## src/rtl/shift_sequencer_pkg.sv

```systemverilog
// Shared definitions for the multi-bit shift sequencer: shift-op encodings
// understood by the single-bit shifter, FSM states and datapath defaults.
package shift_sequencer_pkg;

    localparam int unsigned WIDTH_DEF = 16;
    localparam int unsigned AMT_W_DEF = 4;

    // Shifter control encodings; NOSHIFT makes the shifter pass its operand through.
    typedef enum logic [1:0] {
        NOSHIFT         = 2'b00,
        LOGICALRIGHT    = 2'b01,
        SHIFTLEFT       = 2'b10,
        ARITHMETICRIGHT = 2'b11
    } shift_op_e;

    typedef enum logic [1:0] {
        ST_IDLE  = 2'b00,
        ST_SHIFT = 2'b01,
        ST_DONE  = 2'b10
    } state_e;

    // Ops whose result stays zero once it has become zero (sign fill aside).
    function automatic logic op_zero_sticky(input shift_op_e op);
        return (op == LOGICALRIGHT) || (op == SHIFTLEFT);
    endfunction

endpackage

```

## src/rtl/shift_sequencer_if.sv

```systemverilog
// Request/response and shifter-side signals of the shift sequencer.
// slave: the sequencer's view; master: the requester plus attached shifter.
interface shift_sequencer_if
    import shift_sequencer_pkg::*;
#(
    parameter int unsigned WIDTH = WIDTH_DEF,
    parameter int unsigned AMT_W = AMT_W_DEF
);
    logic             req_valid;
    logic             req_ready;
    logic [1:0]       req_op;
    logic [AMT_W-1:0] req_amt;
    logic [WIDTH-1:0] req_data;
    logic             rsp_valid;
    logic             rsp_ready;
    logic [WIDTH-1:0] rsp_data;
    logic [WIDTH-1:0] sh_t;
    logic [1:0]       sh_ctrl;
    logic [WIDTH-1:0] sh_result;

    modport slave (
        input  req_valid, req_op, req_amt, req_data, rsp_ready, sh_result,
        output req_ready, rsp_valid, rsp_data, sh_t, sh_ctrl
    );

    modport master (
        output req_valid, req_op, req_amt, req_data, rsp_ready, sh_result,
        input  req_ready, rsp_valid, rsp_data, sh_t, sh_ctrl
    );
endinterface

```

## src/rtl/shift_sequencer.sv

```systemverilog
// Multi-bit shift controller: iterates an external single-bit shifter N times,
// feeding each result back as the next operand, then returns the final value
// on a valid/ready response channel.
// Optional: SHIFT_SEQ_ZERO_SKIP_EN ends the iteration early once a logical or
// left shift has produced zero (the remaining steps cannot change it).
module shift_sequencer
    import shift_sequencer_pkg::*;
#(
    parameter int unsigned WIDTH = WIDTH_DEF,
    parameter int unsigned AMT_W = AMT_W_DEF
) (
    input  logic              clk,
    input  logic              rst,
    shift_sequencer_if.slave  bus
);

    state_e           state_q, state_d;
    logic [WIDTH-1:0] acc_q,   acc_d;
    shift_op_e        op_q,    op_d;
    logic [AMT_W-1:0] cnt_q,   cnt_d;

    // State register with synchronous reset; reset aborts any operation in flight.
    always_ff @(posedge clk) begin
        if (rst) begin
            state_q <= ST_IDLE;
            acc_q   <= '0;
            op_q    <= NOSHIFT;
            cnt_q   <= '0;
        end else begin
            state_q <= state_d;
            acc_q   <= acc_d;
            op_q    <= op_d;
            cnt_q   <= cnt_d;
        end
    end

    // Next-state logic: latch request in IDLE, one shifter step per SHIFT cycle, hold in DONE.
    always_comb begin
        state_d = state_q;
        acc_d   = acc_q;
        op_d    = op_q;
        cnt_d   = cnt_q;
        unique case (state_q)
            ST_IDLE: begin
                if (bus.req_valid) begin
                    acc_d = bus.req_data;
                    op_d  = shift_op_e'(bus.req_op);
                    cnt_d = bus.req_amt;
                    if ((bus.req_amt == '0) || (shift_op_e'(bus.req_op) == NOSHIFT)) begin
                        state_d = ST_DONE;
                    end else begin
                        state_d = ST_SHIFT;
                    end
                end
            end
            ST_SHIFT: begin
                acc_d = bus.sh_result;
                cnt_d = cnt_q - AMT_W'(1);
                if (cnt_q == AMT_W'(1)) begin
                    state_d = ST_DONE;
`ifdef SHIFT_SEQ_ZERO_SKIP_EN
                end else if ((bus.sh_result == '0) && op_zero_sticky(op_q)) begin
                    state_d = ST_DONE;
`endif
                end
            end
            ST_DONE: begin
                if (bus.rsp_ready) begin
                    state_d = ST_IDLE;
                end
            end
            default: state_d = ST_IDLE;
        endcase
    end

    // Outputs: shifter sees the accumulator; its control is only active while shifting.
    always_comb begin
        bus.req_ready = (state_q == ST_IDLE) && !rst;
        bus.rsp_valid = (state_q == ST_DONE);
        bus.rsp_data  = (state_q == ST_DONE) ? acc_q : '0;
        bus.sh_t      = acc_q;
        bus.sh_ctrl   = (state_q == ST_SHIFT) ? op_q : NOSHIFT;
    end

endmodule

```

## src/flat_wrapper.sv

```systemverilog
// flat-port wrapper written by rule: the top's interface ports become plain ports
module shift_sequencer_flat import shift_sequencer_pkg::*;
#(
    parameter int unsigned WIDTH = WIDTH_DEF,
    parameter int unsigned AMT_W = AMT_W_DEF
)
  (clk, rst, bus_req_valid, bus_req_op, bus_req_amt, bus_req_data, bus_rsp_ready, bus_sh_result, bus_req_ready, bus_rsp_valid, bus_rsp_data, bus_sh_t, bus_sh_ctrl);
  shift_sequencer_if #(.WIDTH(WIDTH), .AMT_W(AMT_W)) bus_i ();
  input  logic clk;
  input  logic rst;
  input wire logic [$bits(bus_i.req_valid)-1:0] bus_req_valid;
  input wire logic [$bits(bus_i.req_op)-1:0] bus_req_op;
  input wire logic [$bits(bus_i.req_amt)-1:0] bus_req_amt;
  input wire logic [$bits(bus_i.req_data)-1:0] bus_req_data;
  input wire logic [$bits(bus_i.rsp_ready)-1:0] bus_rsp_ready;
  input wire logic [$bits(bus_i.sh_result)-1:0] bus_sh_result;
  output wire logic [$bits(bus_i.req_ready)-1:0] bus_req_ready;
  output wire logic [$bits(bus_i.rsp_valid)-1:0] bus_rsp_valid;
  output wire logic [$bits(bus_i.rsp_data)-1:0] bus_rsp_data;
  output wire logic [$bits(bus_i.sh_t)-1:0] bus_sh_t;
  output wire logic [$bits(bus_i.sh_ctrl)-1:0] bus_sh_ctrl;
  assign bus_i.req_valid = bus_req_valid;
  assign bus_i.req_op = bus_req_op;
  assign bus_i.req_amt = bus_req_amt;
  assign bus_i.req_data = bus_req_data;
  assign bus_i.rsp_ready = bus_rsp_ready;
  assign bus_i.sh_result = bus_sh_result;
  assign bus_req_ready = bus_i.req_ready;
  assign bus_rsp_valid = bus_i.rsp_valid;
  assign bus_rsp_data = bus_i.rsp_data;
  assign bus_sh_t = bus_i.sh_t;
  assign bus_sh_ctrl = bus_i.sh_ctrl;
  shift_sequencer #(.WIDTH(WIDTH), .AMT_W(AMT_W)) u_core (.clk(clk), .rst(rst), .bus(bus_i));
endmodule
```

## config.mk

```make
export PLATFORM = sky130hd
export DESIGN_NAME = shift_sequencer_flat
export DESIGN_NICKNAME = d
export VERILOG_FILES = /design/src/rtl/shift_sequencer_pkg.sv /design/src/rtl/shift_sequencer_if.sv /design/src/rtl/shift_sequencer.sv /design/src/flat_wrapper.sv
export SDC_FILE = /design/constraint.sdc
export NUM_CORES = 1
export LEC_CHECK = 0
export CELL_PAD_IN_SITES_DETAIL_PLACEMENT = 2
export CELL_PAD_IN_SITES_GLOBAL_PLACEMENT = 2
export CORE_AREA = 2 2 82 84
export CTS_CLUSTER_SIZE = 28
export DETAILED_ROUTE_END_ITERATION = 8
export DIE_AREA = 0 0 84 86
export PLACE_DENSITY_LB_ADDON = 0.2
export SYNTH_ARGS = -nofsm -noshare
export SYNTH_HDL_FRONTEND = slang
export SYNTH_SLANG_ARGS = --single-unit
```

## constraint.sdc

```tcl
create_clock -name clk -period 3.5 [get_ports clk]
set_clock_uncertainty 0.1 [all_clocks]
set_input_delay 0.7 -clock clk [delete_from_list [all_inputs] [get_ports clk]]
set_output_delay 0.7 -clock clk [all_outputs]
set_load 0.05 [all_outputs]
```

==> metrics.txt <==
cell count after synthesis 150; Routed wire per std cell 15.29 um; port bufs 77; synth unique cells 32; hold buffer count at CTS 0; Clock power frac 17.6%; Fin Setup TNS 0 ns; Internal Power 0.0006313 W; R2R cell count 4; total I/O pin count 78; Seq pwr share 33.5%; TritonCTS clock tree done; final setup fails 0; Worst Hold Class reg2reg; Post-CTS Setup Bufs 0; post-CTS sizing 0; first-pass GRT wire length 7320 um; Fmax achieved 308.7 MHz; Die H 86 um; Min-Delay Startpoint u_core.op_q[1]; number of DRC markers after the initial detailed-route iteration 24; Slew HR 61.41%; Synth-to-Final Area Change 62.21%; share of layout cells above drive strength 1 11.76%; hpwl dp 3539 um; Worst Setup Start Kind flop; count of pins over their slew limit 0; drt drc 0; max-cap violations 0; RSZ-0062 raised after global routing no; YS warnings 0; DR vias/cell 4.638; Reg clk slew, reported paths 0.09 ns; Sequential Area 480.5 um^2; Hold Vio Cnt, Final 0; fin crit share 92.55%; Required @ worst endpoint 2.70 ns; Horiz. Die Dim 84 um; vias in the first global route 1483; Sw Share 41.74%; post-synthesis sequential area ratio 34.22%; grt ovf 0; total CTS buffers 3; FILL cells 682; Die ar. 0.007224 mm^2; drt total wl 4555 um; syn nets 194; CP Capture Type output port; H-tree depth 1; R2R Path Start u_core.state_q[0]; hold path depth 2; Mapped Avg Cell Area 9.359 um^2; Root Buffer clkbuf_8; largest net degree at the start of global routing 38; ANT cells 0; Final Wtd Congestion 0.7206; min cycle time layout 3.239 ns; Pre-antenna DRT Iters 3; CTS sink cnt 24; gr usage total 12.67%; switching power 0.0004524 W; worst vdd ir 0.1752 mV; status completed; final net count 266; core footprint 0.006277 mm^2; crit-path max FO 17; WHS 0.3671 ns; Starting Density 22.36%; clk_lat worst skew 0.27 ns; WS Path Type reg2out; Critical Path Source u_core.state_q[1]; remaining antenna violation count 0; Lkg Pwr 0.8122 nW; Least-Margin Pin Slew 0.5789 ns; Mapped Area 0.001404 mm^2; maximum clock path buffer count 2; Core Rows 29; WP data arrival 2.44 ns; combinational power share 48.9%; flops & latches, synth 24; area of the multi-input gates 818.3 um^2; Power Dens Cells 475.9 mW/mm^2; via count 1382; antenna violations before repair 0
[Yosys cell counts, drive strengths merged]
| master | instances | area [um^2] |
|---|---|---|
| nor4b | 1 | 8.760 |
| o22ai | 1 | 6.260 |
| nor2b | 1 | 6.260 |
| nor2 | 23 | 110.1 |
| o21ai | 3 | 15.01 |
| a211oi | 18 | 205.2 |
| inv | 3 | 11.26 |
| nand3 | 3 | 15.01 |
| and2b | 2 | 15.01 |
| a32oi | 1 | 8.760 |
| nand2 | 6 | 22.52 |
| buf | 10 | 86.32 |
| dfxtp | 24 | 480.5 |
| mux2i | 17 | 170.2 |
| nor4 | 2 | 12.51 |
| a21oi | 5 | 25.02 |
| nor3 | 2 | 10.01 |
| and2 | 18 | 112.6 |
| nand2b | 3 | 18.77 |
| clkbuf | 2 | 7.510 |
| ha | 2 | 25.02 |
| o211ai | 1 | 7.510 |
| a311oi | 2 | 23.77 |
[cell families after synthesis]
logic type / after synthesis / share of synthesized area, %
simple gates: 61 / 23.62
compound gates: 31 / 20.77
flops: 24 / 34.22
mux: 17 / 12.12
buf+inv: 15 / 7.486
fa+ha+maj: 2 / 1.782
[flip-flops by register name, summed over array words and instances (netlist names)]
signal           count
u_core.cnt_q         4
u_core.bus.sh_t     16
u_core.op_q          2
u_core.state_q       2
[critical path, stage by stage, from the launching register on]
cell and delay (ns):
dfxtp_1 0.62, and2b_1 0.53, and2_1 0.22, clkdlybuf4s50_1 0.81
[final cells by class]
type,instances,share of cell area [%]
clock buffer,4,2.418
inverter,3,0.4945
multi-input combinational,111,35.93
sequential,24,21.10
tap,77,4.231
timing repair buffer,79,35.82
[power by group through the flow]
stage                     registers (W)  logic (W)  clock network (W)
final                          0.000364   0.000530           0.000190
after global routing           0.000372   0.000568           0.000213
after global placement         0.000368   0.000525                  0
after CTS                      0.000366   0.000540           0.000202
after detailed placement       0.000372   0.000539                  0
after floorplan                0.000458   0.000281                  0
[layout by cell type, fill, tap and decap left out, types with 2 or more instances in the layout]
| cell type | synthesis | routed |
|---|---|---|
| nand3_1 | 3 | 3 |
| o21ai_0 | 2 | 2 |
| buf_4 | 1 | 2 |
| mux2i_1 | 17 | 17 |
| ha_1 | 2 | 2 |
| dfxtp_1 | 24 | 24 |
| nand2_1 | 6 | 6 |
| nor2_1 | 21 | 21 |
| a21oi_1 | 5 | 5 |
| a211oi_2 | 14 | 14 |
| and2_1 | 18 | 18 |
| nand2b_1 | 3 | 3 |
| buf_12 | 0 | 3 |
| and2b_1 | 2 | 2 |
| clkdlybuf4s50_1 | 0 | 74 |
| nor4_1 | 2 | 2 |
| inv_1 | 3 | 3 |
| nor3_1 | 2 | 2 |
| a211oi_1 | 4 | 4 |
| clkbuf_8 | 0 | 4 |
[per-layer routing]
layer  global-route usage [%]  wire, um
met5                        0         0
met4                    3.519        22
met2                    23.85      2360
met3                    2.117       229
met1                    14.78      1943
[worst paths after layout]
| check | to | slack (ns) |
|---|---|---|
| max | bus_rsp_data[2] | 0.26 |
| min | u_core.op_q[1] | 0.37 |
| max reg2reg | u_core.bus.sh_t[9] | 1.64 |
| min reg2reg | u_core.op_q[1] | 0.37 |
[per-stage QoR]
| step | power [W] | cell area, um^2 | setup slack, ns | cells | util [%] |
|---|---|---|---|---|---|
| detailed placement | 0.0009111 | 2222 | 0.5130 | 294 | 35.40 |
| global route | 0.001153 | 2277 | 0.09990 | 298 | 36.28 |
| global placement | 0.0008933 | 2222 | 0.6240 | 294 | 35.40 |
| finish | 0.001084 | 2277 | 0.2609 | 298 | 36.28 |
| floorplan | 0.0007391 | 1404 | 0.5420 | 150 | - |
| CTS | 0.001108 | 2277 | 0.2106 | 298 | 36.28 |
(Power assumes the default switching activity.)
==> variant, RTL diff (config.mk and constraints unchanged) <==
Make the reset (`rst`) asynchronous in one clocked block. Comments in the files are not updated.
--- a/src/rtl/shift_sequencer.sv
+++ b/src/rtl/shift_sequencer.sv
@@ -21,5 +21,5 @@
 
     // State register with synchronous reset; reset aborts any operation in flight.
-    always_ff @(posedge clk) begin
+    always_ff @(posedge clk or posedge rst) begin
         if (rst) begin
             state_q <= ST_IDLE;
Check against the original RTL: differs if rst is asserted again (counterexample within 4 cycles, from zero or initial values and one cycle with rst high); with rst held inactive, the same outputs for 10 cycles.
==> variant against the unedited design <==
Via count down 4.7%; register-to-register slack got worse by 310 ps; fmax up 12%; count of clock-buffer cells in the layout unchanged; largest cell class is now buffers; routed wire length grew 1.8%; first-iteration DRC count is 54% higher; synthesized area down 5.1%; final area shrank 2.9%; setup slack gained 360 ps; sequential cell count unchanged.
Power is not compared: it rests on default switching activity, and its combinational part moved more than twofold at a synthesized area within 25%.
==> variant: results <==
set metrics [dict create \
    status "finished, final reports clean" \
    dr.pass1.iters 4 \
    path_max_fanout 2 \
    reg2reg_slack_ps 1330 \
    grt_pass1_vias 1496 \
    synth_area_leaders "dfrtp_1 (45%), mux2i_1 (12%), and2_1 (8.5%)" \
    detail_route.iter0.violations 37 \
    async_flop_share_pct 100 \
    drive_gt1_share_pct 14.5 \
    crit_arrival_ps 2080 \
    synth_seq_area_share_pct 45.1 \
    vias 1317 \
    nets 259 \
    maxSlewHeadroom_pct 35.7 \
    reg2reg_from "u_core.state_q[0]$_DFFE_PP0P_" \
    route.detailed.wl_per_inst_um 15.9 \
    max-vdd-ir-drop_uv 416 \
    hpwl_um 3680 \
    gp_congestion 0.798 \
    grt_max_degree 25 \
    diodes 0 \
    track_usage_pct 13.3 \
    min_to "u_core.bus.sh_t[15]$_DFFE_PP0P_" \
    slowest_delay_ps 830 \
    n_fill_cell 707 \
    hold_start "u_core.bus.sh_t[15]$_DFFE_PP0P_" \
    critPathLaunch "rst" \
    synth_flop_cell "dfrtp_1" \
    antenna_found_initial 0 \
    grt_pass1_wl_um 7760 \
    synthDistinctLibCells 33 \
    rr_endpoint "u_core.bus.sh_t[2]$_DFFE_PP0P_" \
    synthesis.nets 182 \
]
## variant: cell types whose count changed after synthesis, sizes merged, moves of 3 or more
cell / unedited run / this run
dfrtp: 0 / 24
buf: 10 / 5
nor2: 23 / 3
nand2: 6 / 16
a211oi: 18 / 1
dfxtp: 24 / 0
nand3: 3 / 0
o21ai: 3 / 20
## variant: area by class of cell
class,instances,share of cell area [%]
clock buffer,4,2.49
inverter,4,0.679
multi-input combinational,102,30.4
sequential,24,27.1
tap,77,4.36
timing repair buffer,80,35.0
## variant: kinds of logic (layout without fill, tap and decap cells)
| logic type | Yosys count | count (layout) | synth area share, % |
|---|---|---|---|
| AO/OA/AOI/OAI | 33 | 33 | 14.3 |
| adder cells (fa/ha/maj) | 2 | 2 | 1.88 |
| buffers and inverters | 12 | 88 | 4.79 |
| flip-flops | 24 | 24 | 45.1 |
| multiplexers | 18 | 18 | 13.7 |
| AND/OR/NAND/NOR | 49 | 49 | 20.3 |
## variant: per-stage QoR
stage / instances / hold slack [ps] / total power, mW / setup WS, ps / utilization, %
4_1_cts: 291 / 411 / 2.25 / 595 / 35.2
6_report: 291 / 405 / 2.22 / 617 / 35.2
5_1_grt: 291 / 445 / 2.37 / 543 / 35.2
3_3_place_gp: 287 / 383 / 1.99 / 608 / 34.4
3_5_place_dp: 287 / 390 / 2.05 / 610 / 34.4
2_1_floorplan: 138 / 370 / 1.53 / 922 / -
## variant: worst min-delay path, delay by kind of cell (launching register included)
kind	cells	cell delay (ps)
flops	1	360
compound gates	1	60
simple gates	1	50
## variant: how the worst max path moves through the flow
| stage | to | slack [ps] |
|---|---|---|
| floorplan | bus_rsp_data[10] | 920 |
| global placement | bus_req_ready | 610 |
| detailed placement | bus_req_ready | 610 |
| CTS | bus_req_ready | 590 |
| global route | bus_req_ready | 540 |
| finish | bus_req_ready | 620 |
## variant: where the power goes
group          switching, mW  total [mW]  leakage, nW  internal, mW
Sequential             0.133       0.550        0.288         0.417
Clock                 0.0921       0.193       0.0288         0.100
Combinational          0.939        1.47        0.625         0.534
## variant: per-layer routing
metal	global-route usage, %	wire, um
met5	0	0
met1	16.7	2060
met2	22.9	2290
met3	3.08	264
met4	3.67	23
